File: config.mk
export PLATFORM = sky130hd
export DESIGN_NAME = if_fetch
export DESIGN_NICKNAME = d
export VERILOG_FILES = /design/src/rtl/if_fetch_pkg.sv /design/src/rtl/if_fifo.sv /design/src/rtl/if_fetch.sv
export SDC_FILE = /design/constraint.sdc
export NUM_CORES = 1
export LEC_CHECK = 0
export BUFFER_PORTS_ARGS = -buffer_cell sky130_fd_sc_hd__buf_2
export CORE_MARGIN = 2
export CORE_UTILIZATION = 52
export CTS_BUF_LIST = sky130_fd_sc_hd__clkbuf_4
export DETAILED_ROUTE_END_ITERATION = 6
export PLACE_DENSITY_LB_ADDON = 0.1
export SLEW_MARGIN = 20
export SYNTH_ARGS = -nofsm -noshare
export SYNTH_HDL_FRONTEND = slang
export SYNTH_SLANG_ARGS = --single-unit
File: constraint.sdc
create_clock -name clk -period 18.8 [get_ports clk]
set_clock_uncertainty 0.15 [all_clocks]
set_input_delay 3.76 -clock clk [delete_from_list [all_inputs] [get_ports clk]]
set_output_delay 3.76 -clock clk [all_outputs]
set_load 0.01 [all_outputs]
File: src/rtl/if_fetch_pkg.sv
`default_nettype none
// ============================================================================
//  Module   : if_fetch_pkg
//  Brief    : Shared FSM state encoding and constants for the fetch stage.
//  Revision : 1.0
// ============================================================================
package if_fetch_pkg;

    typedef enum logic [1:0] {
        IDLE = 2'd0,
        REQ  = 2'd1,
        DROP = 2'd2
    } fetch_state_t;

    localparam logic [31:0] c_BUBBLE = 32'h0;

endpackage
`default_nettype wire

File: src/rtl/if_fifo.sv
`default_nettype none
// ============================================================================
//  Module   : if_fifo
//  Brief    : Synchronous power-of-two FIFO with flush; push+pop legal when full.
//  Revision : 1.0
// ============================================================================
module if_fifo #(
    parameter int WIDTH = 64,
    parameter int DEPTH = 4
) (
    input  logic                     clk,
    input  logic                     rst,
    input  logic                     i_flush,
    input  logic                     i_push,
    input  logic                     i_pop,
    input  logic [WIDTH-1:0]         i_wdata,
    output logic [WIDTH-1:0]         o_rdata,
    output logic                     o_full,
    output logic                     o_empty,
    output logic [$clog2(DEPTH):0]   o_count
);

    localparam int AW = $clog2(DEPTH);
    localparam logic [AW:0] c_DEPTH = (AW+1)'(DEPTH);

    logic [WIDTH-1:0] r_mem [DEPTH];
    logic [AW-1:0]    r_wptr;
    logic [AW-1:0]    r_rptr;
    logic [AW:0]      r_count;
    logic             w_do_push;
    logic             w_do_pop;

    assign o_full    = (r_count == c_DEPTH);
    assign o_empty   = (r_count == '0);
    assign o_count   = r_count;
    assign o_rdata   = r_mem[r_rptr];
    assign w_do_pop  = i_pop && !o_empty;
    // A pop frees the head slot in the same cycle, so a full FIFO can still accept.
    assign w_do_push = i_push && (!o_full || w_do_pop);

    always_ff @(posedge clk or posedge rst) begin
        if (rst) begin
            r_wptr  <= '0;
            r_rptr  <= '0;
            r_count <= '0;
            for (int i = 0; i < DEPTH; i++) begin
                r_mem[i] <= '0;
            end
        end else if (i_flush) begin
            r_wptr  <= '0;
            r_rptr  <= '0;
            r_count <= '0;
        end else begin
            if (w_do_push) begin
                r_mem[r_wptr] <= i_wdata;
                r_wptr        <= r_wptr + 1'b1;
            end
            if (w_do_pop) begin
                r_rptr <= r_rptr + 1'b1;
            end
            case ({w_do_push, w_do_pop})
                2'b10:   r_count <= r_count + 1'b1;
                2'b01:   r_count <= r_count - 1'b1;
                default: r_count <= r_count;
            endcase
        end
    end

endmodule
`default_nettype wire

File: src/rtl/if_fetch.sv
`default_nettype none
// ============================================================================
//  Module   : if_fetch
//  Brief    : Instruction fetch stage: req/ack memory fetch, FIFO, redirect.
//             Define IF_PERF_EN to add perf_fetch / perf_flush counters.
//  Revision : 1.0
// ============================================================================
module if_fetch #(
    parameter logic [31:0] RESET_PC   = 32'h0,
    parameter int          FIFO_DEPTH = 4
) (
    input  logic        clk,
    input  logic        rst,
    input  logic        stall,
    input  logic        id_if_pce,
    input  logic [31:0] id_if_pc,
    input  logic [31:0] id_if_off,
    output logic        mem_req,
    output logic [31:0] mem_addr,
    input  logic        mem_ack,
    input  logic [31:0] mem_rdata,
    output logic [31:0] pc,
    output logic [31:0] is
`ifdef IF_PERF_EN
    ,
    output logic [31:0] perf_fetch,
    output logic [31:0] perf_flush
`endif
);

    import if_fetch_pkg::*;

    localparam int CW = $clog2(FIFO_DEPTH) + 1;
    localparam logic [CW-1:0] c_DEPTH_M1 = CW'(FIFO_DEPTH - 1);

    fetch_state_t r_state;
    fetch_state_t w_state_nx;
    logic         r_mem_req;
    logic         w_mem_req_nx;
    logic [31:0]  r_mem_addr;
    logic [31:0]  w_mem_addr_nx;
    logic [31:0]  r_fpc;
    logic [31:0]  w_fpc_nx;
    logic [31:0]  r_pc;
    logic [31:0]  r_is;
    logic [31:0]  w_target;
    logic [31:0]  w_fpc_inc;
    logic         w_accept;
    logic         w_bypass;
    logic         w_fifo_push;
    logic         w_fifo_pop;
    logic         w_fifo_full;
    logic         w_fifo_empty;
    logic [CW-1:0] w_fifo_count;
    logic [63:0]  w_fifo_rdata;
    logic [63:0]  w_push_word;

    assign w_target    = (id_if_pc + id_if_off) & ~32'h3;
    assign w_fpc_inc   = r_fpc + 32'd4;
    assign w_push_word = {w_fpc_inc, mem_rdata};
    assign w_accept    = (r_state == REQ) && mem_ack && !id_if_pce;
    // Empty FIFO with decode ready: hand the word straight to the output register.
    assign w_bypass    = w_accept && !stall && w_fifo_empty;
    assign w_fifo_push = w_accept && !w_bypass;
    assign w_fifo_pop  = !stall && !w_fifo_empty && !id_if_pce;

    if_fifo #(
        .WIDTH (64),
        .DEPTH (FIFO_DEPTH)
    ) u_fifo (
        .clk     (clk),
        .rst     (rst),
        .i_flush (id_if_pce),
        .i_push  (w_fifo_push),
        .i_pop   (w_fifo_pop),
        .i_wdata (w_push_word),
        .o_rdata (w_fifo_rdata),
        .o_full  (w_fifo_full),
        .o_empty (w_fifo_empty),
        .o_count (w_fifo_count)
    );

    always_comb begin
        w_state_nx    = r_state;
        w_mem_req_nx  = r_mem_req;
        w_mem_addr_nx = r_mem_addr;
        w_fpc_nx      = r_fpc;
        case (r_state)
            IDLE: begin
                if (id_if_pce) begin
                    w_fpc_nx = w_target;
                end else if (!w_fifo_full) begin
                    w_mem_req_nx  = 1'b1;
                    w_mem_addr_nx = r_fpc;
                    w_state_nx    = REQ;
                end
            end
            REQ: begin
                if (id_if_pce) begin
                    w_fpc_nx = w_target;
                    if (mem_ack) begin
                        w_mem_req_nx = 1'b0;
                        w_state_nx   = IDLE;
                    end else begin
                        w_state_nx   = DROP;
                    end
                end else if (mem_ack) begin
                    w_fpc_nx = w_fpc_inc;
                    // Room is judged on the occupancy before any same-cycle pop.
                    if (w_fifo_count < c_DEPTH_M1) begin
                        w_mem_addr_nx = w_fpc_inc;
                    end else begin
                        w_mem_req_nx = 1'b0;
                        w_state_nx   = IDLE;
                    end
                end
            end
            DROP: begin
                if (id_if_pce) begin
                    w_fpc_nx = w_target;
                end
                if (mem_ack) begin
                    w_mem_req_nx = 1'b0;
                    w_state_nx   = IDLE;
                end
            end
            default: begin
                w_mem_req_nx = 1'b0;
                w_state_nx   = IDLE;
            end
        endcase
    end

    always_ff @(posedge clk or posedge rst) begin
        if (rst) begin
            r_state    <= IDLE;
            r_mem_req  <= 1'b0;
            r_mem_addr <= RESET_PC;
            r_fpc      <= RESET_PC;
        end else begin
            r_state    <= w_state_nx;
            r_mem_req  <= w_mem_req_nx;
            r_mem_addr <= w_mem_addr_nx;
            r_fpc      <= w_fpc_nx;
        end
    end

    always_ff @(posedge clk or posedge rst) begin
        if (rst) begin
            r_pc <= 32'h0;
            r_is <= c_BUBBLE;
        end else if (id_if_pce) begin
            r_is <= c_BUBBLE;
        end else if (!stall) begin
            if (!w_fifo_empty) begin
                {r_pc, r_is} <= w_fifo_rdata;
            end else if (w_bypass) begin
                {r_pc, r_is} <= w_push_word;
            end else begin
                r_is <= c_BUBBLE;
            end
        end
    end

    assign mem_req  = r_mem_req;
    assign mem_addr = r_mem_addr;
    assign pc       = r_pc;
    assign is       = r_is;

`ifdef IF_PERF_EN
    logic [31:0] r_perf_fetch;
    logic [31:0] r_perf_flush;

    always_ff @(posedge clk or posedge rst) begin
        if (rst) begin
            r_perf_fetch <= 32'h0;
            r_perf_flush <= 32'h0;
        end else begin
            if (w_accept) begin
                r_perf_fetch <= r_perf_fetch + 32'd1;
            end
            if (id_if_pce) begin
                r_perf_flush <= r_perf_flush + 32'd1;
            end
        end
    end

    assign perf_fetch = r_perf_fetch;
    assign perf_flush = r_perf_flush;
`endif

endmodule
`default_nettype wire

After elaboration in Yosys (flattened, before gate mapping)
Index checks and enable logic that the tools add are counted.

Register bits after elaboration: 394. Output and inout port bits: 97. Logic and storage cells: 116.

$add $sub $neg: 6. $lt $le $gt $ge: 4. Equality and inequality tests: 16. Mux-type cells: 43. Bitwise logic cells: 4. Reductions and logical operators: 30.

Operators by type and width (number): 2-to-1 mux 32 bit (14); bitwise mux 256 bit (1); 2-to-1 mux 64 bit (3); binary-select mux 64 bit (select 2 bit) (1); demux 64 bit (select 2 bit) (1); one-hot mux 32 bit (2 select lines) (2); adder 32 x 3 -> 32 bit, second input constant (1); adder 32 bit (1); 2-to-1 mux 2 bit (11); != test 2 bit, second input constant (6); logical AND 1 bit (10); nonzero test 2 bit (4); greater-or-equal comparator 3 bit, second input constant (2); 2-to-1 mux 1 bit (6); != test 2 x 1 -> 1 bit, second input constant (3); != test 3 bit, second input constant (2); NOT 2 -> 3 bit (2); one-hot mux 2 bit (3 select lines) (1); one-hot mux 3 bit (2 select lines) (1); AND reduction 3 bit (2); AND reduction 6 bit (1); zero test 1 bit (5); AND reduction 5 bit (1); adder 2 x 1 -> 2 bit, second input constant (2); other kinds (17) (20).

Logic depth before layout (Yosys ltp)
Gate-level depths: netlist (run 1).

Word-level depth: 11. Mapped depth: 12. Mapped depth without buffers: 9.

Cells and area by module
A second synthesis (run 1) with hierarchy kept.

Cells, all modules: 1597. Area, all modules: 20185.6 µm².

Modules (own cells, without submodules): if_fifo (times used 1, cells an instance 680, area an instance 12286.8 µm²); if_fetch (times used 1, cells an instance 917, area an instance 7898.8 µm²).

Worst setup path after synthesis (run 1)
OpenSTA, ideal clock, no wires.

Kind: input -> register. Start point: in id_if_pce. End point: reg u_fifo.r_count[2], in the netlist u_fifo.o_count[2]. Library setup time: 132 ps. Arrival time: 5855 ps. Required time: 18518 ps. Slack: 12663 ps. Cell stages on the path: 11. Buffers on the path: 3. Cells stage by stage: clkbuf_1 a21oi_1 a21oi_1 nand2_1 clkbuf_1 clkbuf_1 and2_1 fa_1 o311ai_0 o21ai_0 nor2b_1.

Word-level cells in the longest chain between the ends: 10. Elaborated cells between the ends (all ways): 15. Classes of those cells: 2 x eq/ne; 2 x mux; 11 x reduce/logical.

RTL lines: start, declared (line if_fetch.sv:15) `input logic id_if_pce,`; zero test 1 bit (line if_fetch.sv:61, if_fetch.sv:65); logical AND 1 bit (line if_fetch.sv:61) `assign w_accept = (r_state == REQ) && mem_ack && !id_if_pce;`; logical AND 1 bit (2 in a row) (line if_fetch.sv:63) `assign w_bypass = w_accept && !stall && w_fifo_empty;`; zero test 1 bit (line if_fetch.sv:64) `assign w_fifo_push = w_accept && !w_bypass;`; logical AND 1 bit (line if_fetch.sv:64); logical AND 1 bit (line if_fifo.sv:39) `assign w_do_push = i_push && (!o_full || w_do_pop);`; == test 2 x 1 -> 1 bit or == test 2 bit (tied branches) (line if_fifo.sv:61) `case ({w_do_push, w_do_pop})`; one-hot mux 3 bit (2 select lines) (line if_fifo.sv:61); 2-to-1 mux 3 bit (line if_fifo.sv:49) `end else if (i_flush) begin`; end signal, assigned (line if_fifo.sv:62) `2'b10: r_count <= r_count + 1'b1;`; end signal, assigned (line if_fifo.sv:63) `2'b01: r_count <= r_count - 1'b1;`; end signal, assigned (line if_fifo.sv:64) `default: r_count <= r_count;`; end, declared (line if_fifo.sv:29) `logic [AW:0] r_count;`.

Parallel ways exist; a longest one is shown, timed or not. A chain may end at the register's enable or synchronous reset.

Final worst setup path (run 1)
Start point: in id_if_pce. End point: reg u_fifo.r_mem[227] (netlist bit).

Word-level cells in the longest chain between the ends: 8. Elaborated cells between the ends (all ways): 12. Classes of those cells: 1 x bitwise; 11 x reduce/logical.

RTL lines: zero test 1 bit (line if_fetch.sv:61, if_fetch.sv:65); logical AND 1 bit (line if_fetch.sv:61); logical AND 1 bit (2 in a row) (line if_fetch.sv:63); zero test 1 bit (line if_fetch.sv:64); logical AND 1 bit (line if_fetch.sv:64); logical AND 1 bit (line if_fifo.sv:39); AND reduction 2 bit (no line) (*); end signal, assigned by index (line if_fifo.sv:55) `r_mem[r_wptr] <= i_wdata;`; end, declared (line if_fifo.sv:26) `logic [WIDTH-1:0] r_mem [DEPTH];`.

Mark *: on every way between the ends. The rest lies on a longest branch, timed or not.

==> results of run 1 <==
[cells in the final DEF, fill, tap and decap left out, types with 13 or more instances in the layout]
master,count
a21oi_1,102
nor3_1,34
a222oi_1,32
buf_2,193
o21ai_0,187
mux4_2,62
ha_1,35
xor2_1,38
inv_1,47
clkinv_1,18
nand3_1,20
nor2_1,110
xnor2_1,43
dfrtp_1,378
a31oi_1,13
nand2_1,215
a21o_1,13
mux2_2,142
clkbuf_4,139
nand4_1,16
[report_power, final]
part           internal (mW)  total [mW]  switching [mW]
logic                  0.429       0.959           0.530
clock network          0.366       0.695           0.329
registers               1.07        1.27           0.197
[routing by layer]
metal | wire length [µm] | up-vias | global-route usage (%)
li1 | - | 6687 | -
met2 | 20300 | 439 | 36.8
met3 | 2730 | 68 | 4.67
met4 | 1010 | 2 | 8.66
met5 | 13 | - | 0
met1 | 21100 | 6866 | 35.5
[how the worst max path moves through the flow]
stage                          from                end  slack (ps)
after floorplan                 rst              is[0]        4330
after global placement    id_if_pce  u_fifo.r_mem[227]       11710
after detailed placement  id_if_pce  u_fifo.r_mem[227]       11570
after CTS                 id_if_pce  u_fifo.r_mem[193]       12400
after global routing      id_if_pce  u_fifo.r_mem[193]       12090
final                     id_if_pce  u_fifo.r_mem[227]       12290
[tightest hold or removal path: stages (launching register included)]
cell	delay (ps)
dfrtp_1	340
nand2_1	40
o21ai_0	60
[layout make-up]
type | instances | area [µm²] | share of cell area (%)
inverters | 48 | 188 | 0.878
flip-flops and latches | 380 | 9520 | 44.5
repair buffers | 209 | 1140 | 5.33
multi-input cells | 1191 | 8720 | 40.8
clock inverters | 28 | 173 | 0.808
diodes | 4 | 10.0 | 0.0469
well taps | 461 | 577 | 2.70
clock buffers | 139 | 1040 | 4.88
[stage by stage]
stage | hold slack (ps) | setup slack, ps
floorplan | 295 | 4330
global placement | 307 | 11710
detailed placement | 316 | 11570
CTS | 331 | 12400
global route | 355 | 12090
finish | 327 | 12290
[flip-flops by register name, indices dropped and copies added, names as in the netlist, 3 cells and up]
| signal | flops |
|---|---|
| pc | 30 |
| is | 32 |
| u_fifo.r_mem | 248 |
| r_fpc | 30 |
| u_fifo.o_count | 3 |
| mem_addr | 30 |
[cell families after synthesis]
family	after synthesis	synth area share (%)
compound gates	408	12.9
mux	209	16.1
xor+xnor	81	3.76
flops	380	50.4
simple gates	453	10.6
buf+inv	175	3.75
fa+ha+maj	36	2.43
other cells	1	0.0199
==> impl_results.md, run 1 <==
- Latest clock arrival within the worst-skew pair: roughly 760 ps
- Resized Gates After CTS: 0
- First-pass GRT wire length: 73800 µm
- Sequential-to-total area share from yosys stat: 50.4%
- Critical R2R Launch: r_state[0]
- Count leader, synth: dfrtp_1
- Tmin final: 6510 ps
- Fin util: 59.9%
- Maximum vdd drop: 0.0533 mV
- Cell taking the most area after synthesis: dfrtp_1
- WHS Endpoint: u_fifo.r_mem[175]
- Die ar.: ~38000 µm²
- Critical path startpoint category: input pin
- Crit path max-delay family: buffers and inverters
- Crit path required time: 19280 ps
- Crit Path Class: input pin to flip-flop
- Vias: 14062
- Layout net count: about 2100
- Vias in the first global route: 14014
- Max Fclk: 154 MHz
- DP HPWL: 29300 µm
- Instance count on the critical path: 9
- Max Cap Viol: 0
- Drt total wl: 45100 µm
- Bufs and invs on worst path: 3
- Boundary pin count: between 150 and 200
- CTS root buffer: clkbuf_4
- Core area: about 36000 µm²
- Final Cell Area: 21400 µm²
- Slowest stage cell, crit path: a21oi_2
- GRT Total Usage: 24.4%
- CP cell instances: buf_2, a21oi_1, a21oi_1, buf_4, nand2_1, a21oi_2, nand2_4, buf_4, mux2_2
- DIE WIDTH: 195 µm
- DRT Pass-1 Iters: 7
- Period utilization: 34.6%
- Power Density: ~140 nW/µm²
- Cell area after synthesis: about 19000 µm²
- Remaining DRCs: 0
- Syn_area_per_cell: around 11 µm²
- Min-Delay Path Depth: 2
- Crit end category: flip-flop
- Routed Antenna Nets: 0
- Unrepaired setup endpoints after global routing: no
- Setup slack on the worst flop-to-flop path: 15070 ps
- Top cells by area, synth: dfrtp_1 (50%), mux2_2 (8.5%), mux4_2 (7.4%)
- CTS tree: done
- # placed instances: ~2300
- Synth Flop Type: dfrtp_1
- Gpl congestion: 0.885
- LEAKAGE: slightly above 10 nW
- Max clock buf depth: 3
- Worst slew pin tran: 1050 ps
- RR Endpoint: u_fifo.r_mem[227]
- Yosys top cell area share: 50.4%
- DIE HEIGHT: between 150 and 200 µm
- Row Count: 69
- Yosys warns: 0
- Count of cell types in the netlist: 67
- Synth cell count leaders: dfrtp_1 (380), nand2_1 (219), o21ai_0 (187)
- Setup-failing EPs final: 0
- Final Max Tran Viols: 0
- # hold bufs at CTS: 0
- Register bit total from synthesis: between 300 and 400
- Drt initial violations: 952
- Post-Synthesis Cells: 1743
- # port buffers: 193
- Clock slew seen by the registers of the worst setup and hold paths: about 70 ps
- Initial Utilization: 52.9%
- Drt via density: 5.72
- Final hold vios: 0
- Antenna violations before repair: 3
- Placed cell area: 20100 µm²
- Share of cells above drive strength 1: between 20% and 30%
- GR Overflow Total: 0
- Routed len/inst: 18.3 µm
- CTS Sinks: 380
- Slowest stage delay, CP: 630 ps
- Status: finished clean
- Largest net degree at the start of global routing: roughly 170
- Relative slew slack: 30.0%
- Filler cell count: around 3100
- Worst hold path class: flip-flop to flip-flop
- Post-synth EDFFs: 0
- Postcts setup bufs: 0
- H-tree depth: 3
- Hold path start: u_fifo.r_mem[175]
- Final Power: 2.92 mW
- Fraction of registers with async set/reset: 100%
- Crit-path max FO: 68
- Post-Route Setup TNS: 0 ps
- Non-Filler Instances: around 2500
- P&R area growth vs syn: 13.2%
- Worst r2r path cells: 8
- Cts bufs inserted: 97
- Worst Path Arrival: about 7000 ps
Note: power is estimated with default switching activity, not from simulation.
==> inputs of run 2 (changes only) <==
--- a/config.mk
+++ b/config.mk
@@ -5,6 +5,7 @@
 export SDC_FILE = /design/constraint.sdc
 export NUM_CORES = 1
 export LEC_CHECK = 0
+export ABC_AREA = 1
 export BUFFER_PORTS_ARGS = -buffer_cell sky130_fd_sc_hd__buf_2
 export CORE_MARGIN = 2
 export CORE_UTILIZATION = 52
==> constraint.sdc (replaced) <==
create_clock -name clk -period 5.2 [get_ports clk]
set_clock_uncertainty 0.15 [all_clocks]
set_input_delay 1.04 -clock clk [delete_from_list [all_inputs] [get_ports clk]]
set_output_delay 1.04 -clock clk [all_outputs]
set_load 0.01 [all_outputs]
==> impl_results.md, run 2 <==
- Max clock buf depth: 3 (unchanged)
- Final Max Tran Viols: 0 (unchanged)
- Status: finished clean
- Period utilization: 60.7%
- Post-synth EDFFs: 0 (unchanged)
- Routed Antenna Nets: 0 (unchanged)
- Die ar.: 40300 µm² (+6.5%)
- Crit Path Class: flip-flop to flip-flop
- GRT Total Usage: 29.3% (+4.9 points)
- Final Cell Area: 22700 µm² (+6.4%)
- Slowest stage cell, crit path: xor2_1
- Vias in the first global route: 17910 (+28%)
- Minimum hold slack: 293 ps (-34.1 ps)
- Routed len/inst: 16.6 µm (-9.7%)
- Crit end category: flip-flop
- Worst hold path class: input pin to async pin
- Met1 usage: 41.6% (+6.1 points)
- Count leader, synth: nand2_1
- CTS tree: done
- Antenna violations before repair: 3 (unchanged)
- Share of cells above drive strength 1: 14.0% (-16 points)
- Initial Utilization: 52.3% (-0.61 points)
- Max reg flops: 248 (unchanged)
- Clock slew seen by the registers of the worst setup and hold paths: 70 ps (about the same)
- Sequential-to-total area share from yosys stat: 47.2% (-3.1 points)
- LEAKAGE: 11.9 nW (+19%)
- Top cells by area, synth: dfrtp_1 (47%), nand2_1 (16%), o21ai_0 (8.0%)
- Postcts setup bufs: 0 (unchanged)
- # port buffers: 193 (unchanged)
- Syn_area_per_cell: 7.45 µm² (-31%)
- Max Cap Viol: 0 (unchanged)
- DIE WIDTH: 201 µm (+3.2%)
- Synth Flop Type: dfrtp_1
- Vias: 18559 (+32%)
- CTS root buffer: clkbuf_4
- DRT Pass-1 Iters: 7 (unchanged)
- DIE HEIGHT: 201 µm (+3.2%)
- Cell area after synthesis: 20100 µm² (+6.6%)
- Cts bufs inserted: 101 (+4.1%)
- Most heavily used metal layer in global routing: met2
- Latest clock arrival within the worst-skew pair: 810 ps (+50 ps)
- Critical path startpoint category: flip-flop
- Yosys warns: 0 (unchanged)
- Core area: 38500 µm² (+7.9%)
- Layout net count: 3030 (+47%)
- Maximum vdd drop: 0.215 mV (+300%)
- CP cell instances: ha_1, nand3_1, inv_1, nand2_1, nor2_2, nand2_1, xor2_1, o21ai_0, nand2_1
- GR Overflow Total: 0 (unchanged)
- Count of cell types in the netlist: 42 (-37%)
- Slowest stage delay, CP: 720 ps (+90 ps)
- Largest net degree at the start of global routing: 94 (-44%)
- Largest Register: u_fifo.r_mem
- Crit path required time: 5770 ps (-13510 ps)
- Power Density: 515 nW/µm² (+280%)
- Post-Synthesis Cells: 2703 (+55%)
- Fraction of registers with async set/reset: 100% (unchanged)
- H-tree depth: 3 (unchanged)
- Non-Filler Instances: 3485 (+42%)
- Fin util: 59.1% (-0.81 points)
- Final hold vios: 0 (unchanged)
- P&R area growth vs syn: 12.9%
- # hold bufs at CTS: 0 (unchanged)
- First-pass GRT wire length: 94600 µm (+28%)
- Most frequent cells in the layout: nand2_1 (863), dfrtp_1 (378), o21ai_0 (321), inv_1 (286), buf_2 (193)
- Worst Path Arrival: 3720 ps (-3270 ps)
- Max Fclk: 317 MHz
- Remaining DRCs: 0 (unchanged)
- Crit-path max FO: 6 (-91%)
- CTS Sinks: 380 (unchanged)
- Drt via density: 5.33 (-6.8%)
- Row Count: 72 (+4.3%)
- # placed instances: 3308 (+45%)
- Resized Gates After CTS: 0 (unchanged)
- Tmin final: 3160 ps
- Setup-failing EPs final: 0 (unchanged)
- Most used cell, CP: nand2_1
- Met2 Resource Use GR: 45.2% (+8.4 points)
- Cell taking the most area after synthesis: dfrtp_1
- Unrepaired setup endpoints after global routing: no
- Relative slew slack: 30.8% (+0.80 points)
- DP HPWL: 38800 µm (+33%)
- Worst slew pin tran: 1030 ps (-18.4 ps)
- Grt met3 use: 5.63% (+0.97 points)
- Placed cell area: 21400 µm² (+6.7%)
- Gpl congestion: 0.897 (+1.4%)
- Final Power: 11.7 mW (+300%)
- Most common cell after layout, fill and taps aside: nand2_1
- Yosys top cell area share: 47.2% (-3.1 points)
- Drt total wl: 57700 µm (+28%)
- Boundary pin count: 198 (unchanged)
- Register bit total from synthesis: 380 (unchanged)
- Synth cell count leaders: nand2_1 (864), dfrtp_1 (380), o21ai_0 (321)
- Drt initial violations: 1275 (+34%)
-- run 2: area by class of cell --
type                            instances  area, µm²
Inverter                              298       1130
Multi-Input combinational cell       1887       8840
Antenna cell                            4       10.0
Clock inverter                         17        126
Timing Repair Buffer                  225       1290
Tap cell                              518        648
Fill cell                            3734      15700
Sequential cell                       380       9510
Clock buffer                          156       1170
-- run 2: critical path: cells and delay by family (launching register included) --
| family | cells | cell delay [ps] |
|---|---|---|
| fa+ha+maj | 1 | 350 |
| simple gates | 5 | 830 |
| buf+inv | 1 | 240 |
| xor+xnor | 1 | 720 |
| compound gates | 1 | 310 |
| flops | 1 | 460 |
-- run 2: power breakdown --
group          leakage, nW  internal, mW  total (mW)  switching, mW
clock network        0.775          1.45        2.68           1.23
logic                 6.29          1.38        4.38           3.00
registers             4.87          3.93        4.65          0.710
-- run 2: stage by stage --
stage	setup TNS, ps	worst slack, ps
2_1_floorplan	-416490	-1100
3_3_place_gp	0	1750
3_5_place_dp	0	1690
4_1_cts	0	2070
5_1_grt	0	1850
6_report	0	2040
-- run 2: final timing paths --
check	cells past startpoint	slack, ps	end	from
max	9	2040	mem_addr[12]	r_fpc[2]
min	2	290	pc[17]	rst
max reg2reg	9	2040	mem_addr[12]	r_fpc[2]
min reg2reg	2	310	u_fifo.r_mem[122]	u_fifo.r_mem[122]
max in group asynchronous	4	3520	u_fifo.r_mem[17]	rst
min in group clk	2	310	u_fifo.r_mem[122]	u_fifo.r_mem[122]
-- run 2: cells by family after synthesis --
family | synth area share, %
flip-flops | 47.2
adder cells (fa/ha/maj) | 2.27
XOR/XNOR | 1.12
AND/OR/NAND/NOR | 22.3
AO/OA/AOI/OAI | 18.2
buffers and inverters | 8.92
other | 0.0186
-- run 2: layer usage --
metal,vias to the layer above,wire [µm]
met5,-,0
met4,0,1670
met3,104,3860
met2,600,25400
met1,8693,26800
li1,9162,-
==> inputs of run 3 (changes only) <==
==> constraint.sdc (replaced) <==
create_clock -name clk -period 2.7 [get_ports clk]
set_clock_uncertainty 0.15 [all_clocks]
set_input_delay 0.54 -clock clk [delete_from_list [all_inputs] [get_ports clk]]
set_output_delay 0.54 -clock clk [all_outputs]
set_load 0.01 [all_outputs]
==> impl_results.md, run 3 (same netlist as run 2, synthesis figures left out) <==
- Status: finished clean
- DIE WIDTH: 201 µm (unchanged)
- Setup-failing EPs final: 0 (unchanged)
- Most frequent cells in the layout: nand2_1 (863), dfrtp_1 (378), o21ai_0 (319), inv_1 (287), buf_2 (193)
- Filler cell count: 3605 (-3.5%)
- Crit path required time: 3210 ps (-2560 ps)
- CTS root buffer: clkbuf_4
- H-tree depth: 3 (unchanged)
- Cts bufs inserted: 102 (+0.99%)
- Drt total wl: 61100 µm (+5.8%)
- Clock slew seen by the registers of the worst setup and hold paths: 60 ps (about the same)
- P&R area growth vs syn: 16.7%
- Most common cell after layout, fill and taps aside: nand2_1
- Tmin final: 2510 ps (-650 ps)
- LEAKAGE: 12.3 nW (+3.2%)
- Remaining DRCs: 0 (unchanged)
- Slowest stage delay, CP: 440 ps (-280 ps)
- Sequential Area: 9510 µm² (unchanged)
- Slowest stage cell, crit path: dfrtp_1
- Max Cap Viol: 0 (unchanged)
- # port buffers: 193 (unchanged)
- Latest clock arrival within the worst-skew pair: 810 ps (about the same)
- Routed Antenna Nets: 0 (unchanged)
- Final Cell Area: 23500 µm² (+3.3%)
- Period utilization: 92.9% (+32 points)
- CTS Sinks: 380 (unchanged)
- DIE HEIGHT: 201 µm (unchanged)
- Largest Register: u_fifo.r_mem
- Boundary pin count: 198 (unchanged)
- Initial Utilization: 52.3% (unchanged)
- GRT Total Usage: 30.8% (+1.5 points)
- Drt via density: 5.38 (+1.1%)
- Most used cell, CP: nand2_1
- DRT Pass-1 Iters: 5 (-2)
- Worst slew pin tran: 639 ps (-392 ps)
- Max Fclk: 399 MHz (+26%)
- Crit end category: flip-flop
- Antenna violations before repair: 3 (unchanged)
- Final hold vios: 0 (unchanged)
- Clock power share: 22.4% (-0.5 points)
- First-pass GRT wire length: 99300 µm (+5.0%)
- Layout net count: 3101 (+2.3%)
- Post-Route Setup TNS: 0 ps (unchanged)
- Worst Path Arrival: 3010 ps (-710 ps)
- Max reg flops: 248 (unchanged)
- Crit-path max FO: 6 (unchanged)
- DP HPWL: 41700 µm (+7.5%)
- Internal power: 13.3 mW (+97%)
- Max clock buf depth: 3 (unchanged)
- Gpl congestion: 0.918 (+2.3%)
- Vias: 19161 (+3.2%)
- Minimum hold slack: 164 ps (-129 ps)
- Core area: 38500 µm² (unchanged)
- Die ar.: 40300 µm² (unchanged)
- Flop pwr share: 38.4% (-1.3 points)
- Placed cell area: 21800 µm² (+1.8%)
- Psw: 9.75 mW (+97%)
- Routed len/inst: 17.2 µm (+3.6%)
- Vias in the first global route: 18531 (+3.5%)
- Worst hold path class: input pin to flip-flop
- Row Count: 72 (unchanged)
- Area of the multi-input gates: 8850 µm² (about the same)
- Maximum vdd drop: 0.639 mV (+200%)
- Critical path startpoint category: flip-flop
- Logic pwr share: 39.2% (+1.8 points)
- Power Density: 982 nW/µm² (+91%)
- GR Overflow Total: 0 (unchanged)
- Relative slew slack: 57.4% (+27 points)
- CTS tree: done
- CP cell instances: ha_1, nand3_1, inv_1, nand2_1, nor2_2, nand2_1, xor2_2, o21ai_1, o21ai_0
- # placed instances: 3343 (+1.1%)
- Unrepaired setup endpoints after global routing: no
- Drt initial violations: 1576 (+24%)
- Postcts setup bufs: 0 (unchanged)
- Crit Path Class: flip-flop to flip-flop
- Final Max Tran Viols: 0 (unchanged)
- Non-Filler Instances: 3560 (+2.2%)
- Largest net degree at the start of global routing: 136 (+45%)
- Share of cells above drive strength 1: 15.1% (+1.1 points)
- Switching part of the total: 42.3% (+0.050 points)
==> run 3: cell types whose count changed in the layout (fill, tap and decap cells not counted), moves of 4 or more <==
cell	change
buf_12	+10
buf_4	+25
clkbuf_4	+4
clkinv_1	-4
dlygate4sd3_1	+35
==> run 3: routing by layer <==
| layer | GRT usage, % | wire, µm | vias to the layer above |
|---|---|---|---|
| li1 | - | - | 9329 |
| met1 | 43.8 | 27900 | 9004 |
| met2 | 47.4 | 27300 | 710 |
| met3 | 5.45 | 3950 | 118 |
| met4 | 11.5 | 1880 | 0 |
| met5 | 0 | 0 | - |
==> run 3: worst paths after layout <==
check                             startpoint                 to  slack (ps)  cells past startpoint
max reg2reg                         r_fpc[2]          r_fpc[12]         190                      9
max                                 r_fpc[2]          r_fpc[12]         190                      9
min                            id_if_off[29]          r_fpc[29]         160                      6
min in group asynchronous                rst  u_fifo.r_mem[118]         380                      4
max in group asynchronous                rst          r_fpc[26]        1360                      4
min reg2reg                u_fifo.r_mem[117]  u_fifo.r_mem[117]         320                      2
==> run 3: final cells by class <==
| cell class | count | share of cell area, % |
|---|---|---|
| Inverter | 298 | 4.81 |
| Clock inverter | 18 | 0.469 |
| Multi-Input combinational cell | 1887 | 37.7 |
| Sequential cell | 380 | 40.5 |
| Timing Repair Buffer | 295 | 8.65 |
| Antenna cell | 4 | 0.0426 |
| Clock buffer | 160 | 5.11 |
| Tap cell | 518 | 2.76 |
==> run 3: power by group through the flow <==
stage               logic (mW)  clock network (mW)  registers, mW
CTS                       9.03                5.30           8.83
global placement          8.82                   0           8.85
finish                    9.05                5.16           8.86
floorplan                 5.48                   0           8.80
global route              10.2                5.59           9.07
detailed placement        8.97                   0           8.91
==> run 3: critical path, delay by kind of cell (launching register included) <==
| kind | cells | cell delay (ps) |
|---|---|---|
| adders and majority gates | 1 | 290 |
| buffers and inverters | 1 | 140 |
| DFF | 1 | 440 |
| xor gates and xnor gates | 1 | 220 |
| AOI/OAI and AO/OA | 2 | 550 |
| and+or+nand+nor | 4 | 590 |
==> run 3: per-stage QoR <==
step	setup slack [ps]	total power, mW	util [%]
after global routing	38.1	24.8	61.1
after global placement	68.2	17.7	56.7
after detailed placement	7.04	17.9	56.7
after floorplan	-3100	14.3	-
after CTS	2.74	23.2	61.0
final	192	23.1	61.1
==> run 3: timing repair <==
item                       4_1_cts  5_1_grt
hold buffers                    35        0
hold endpoints to repair       408        0
setup endpoints to repair        0        2
gates resized for setup          0        3
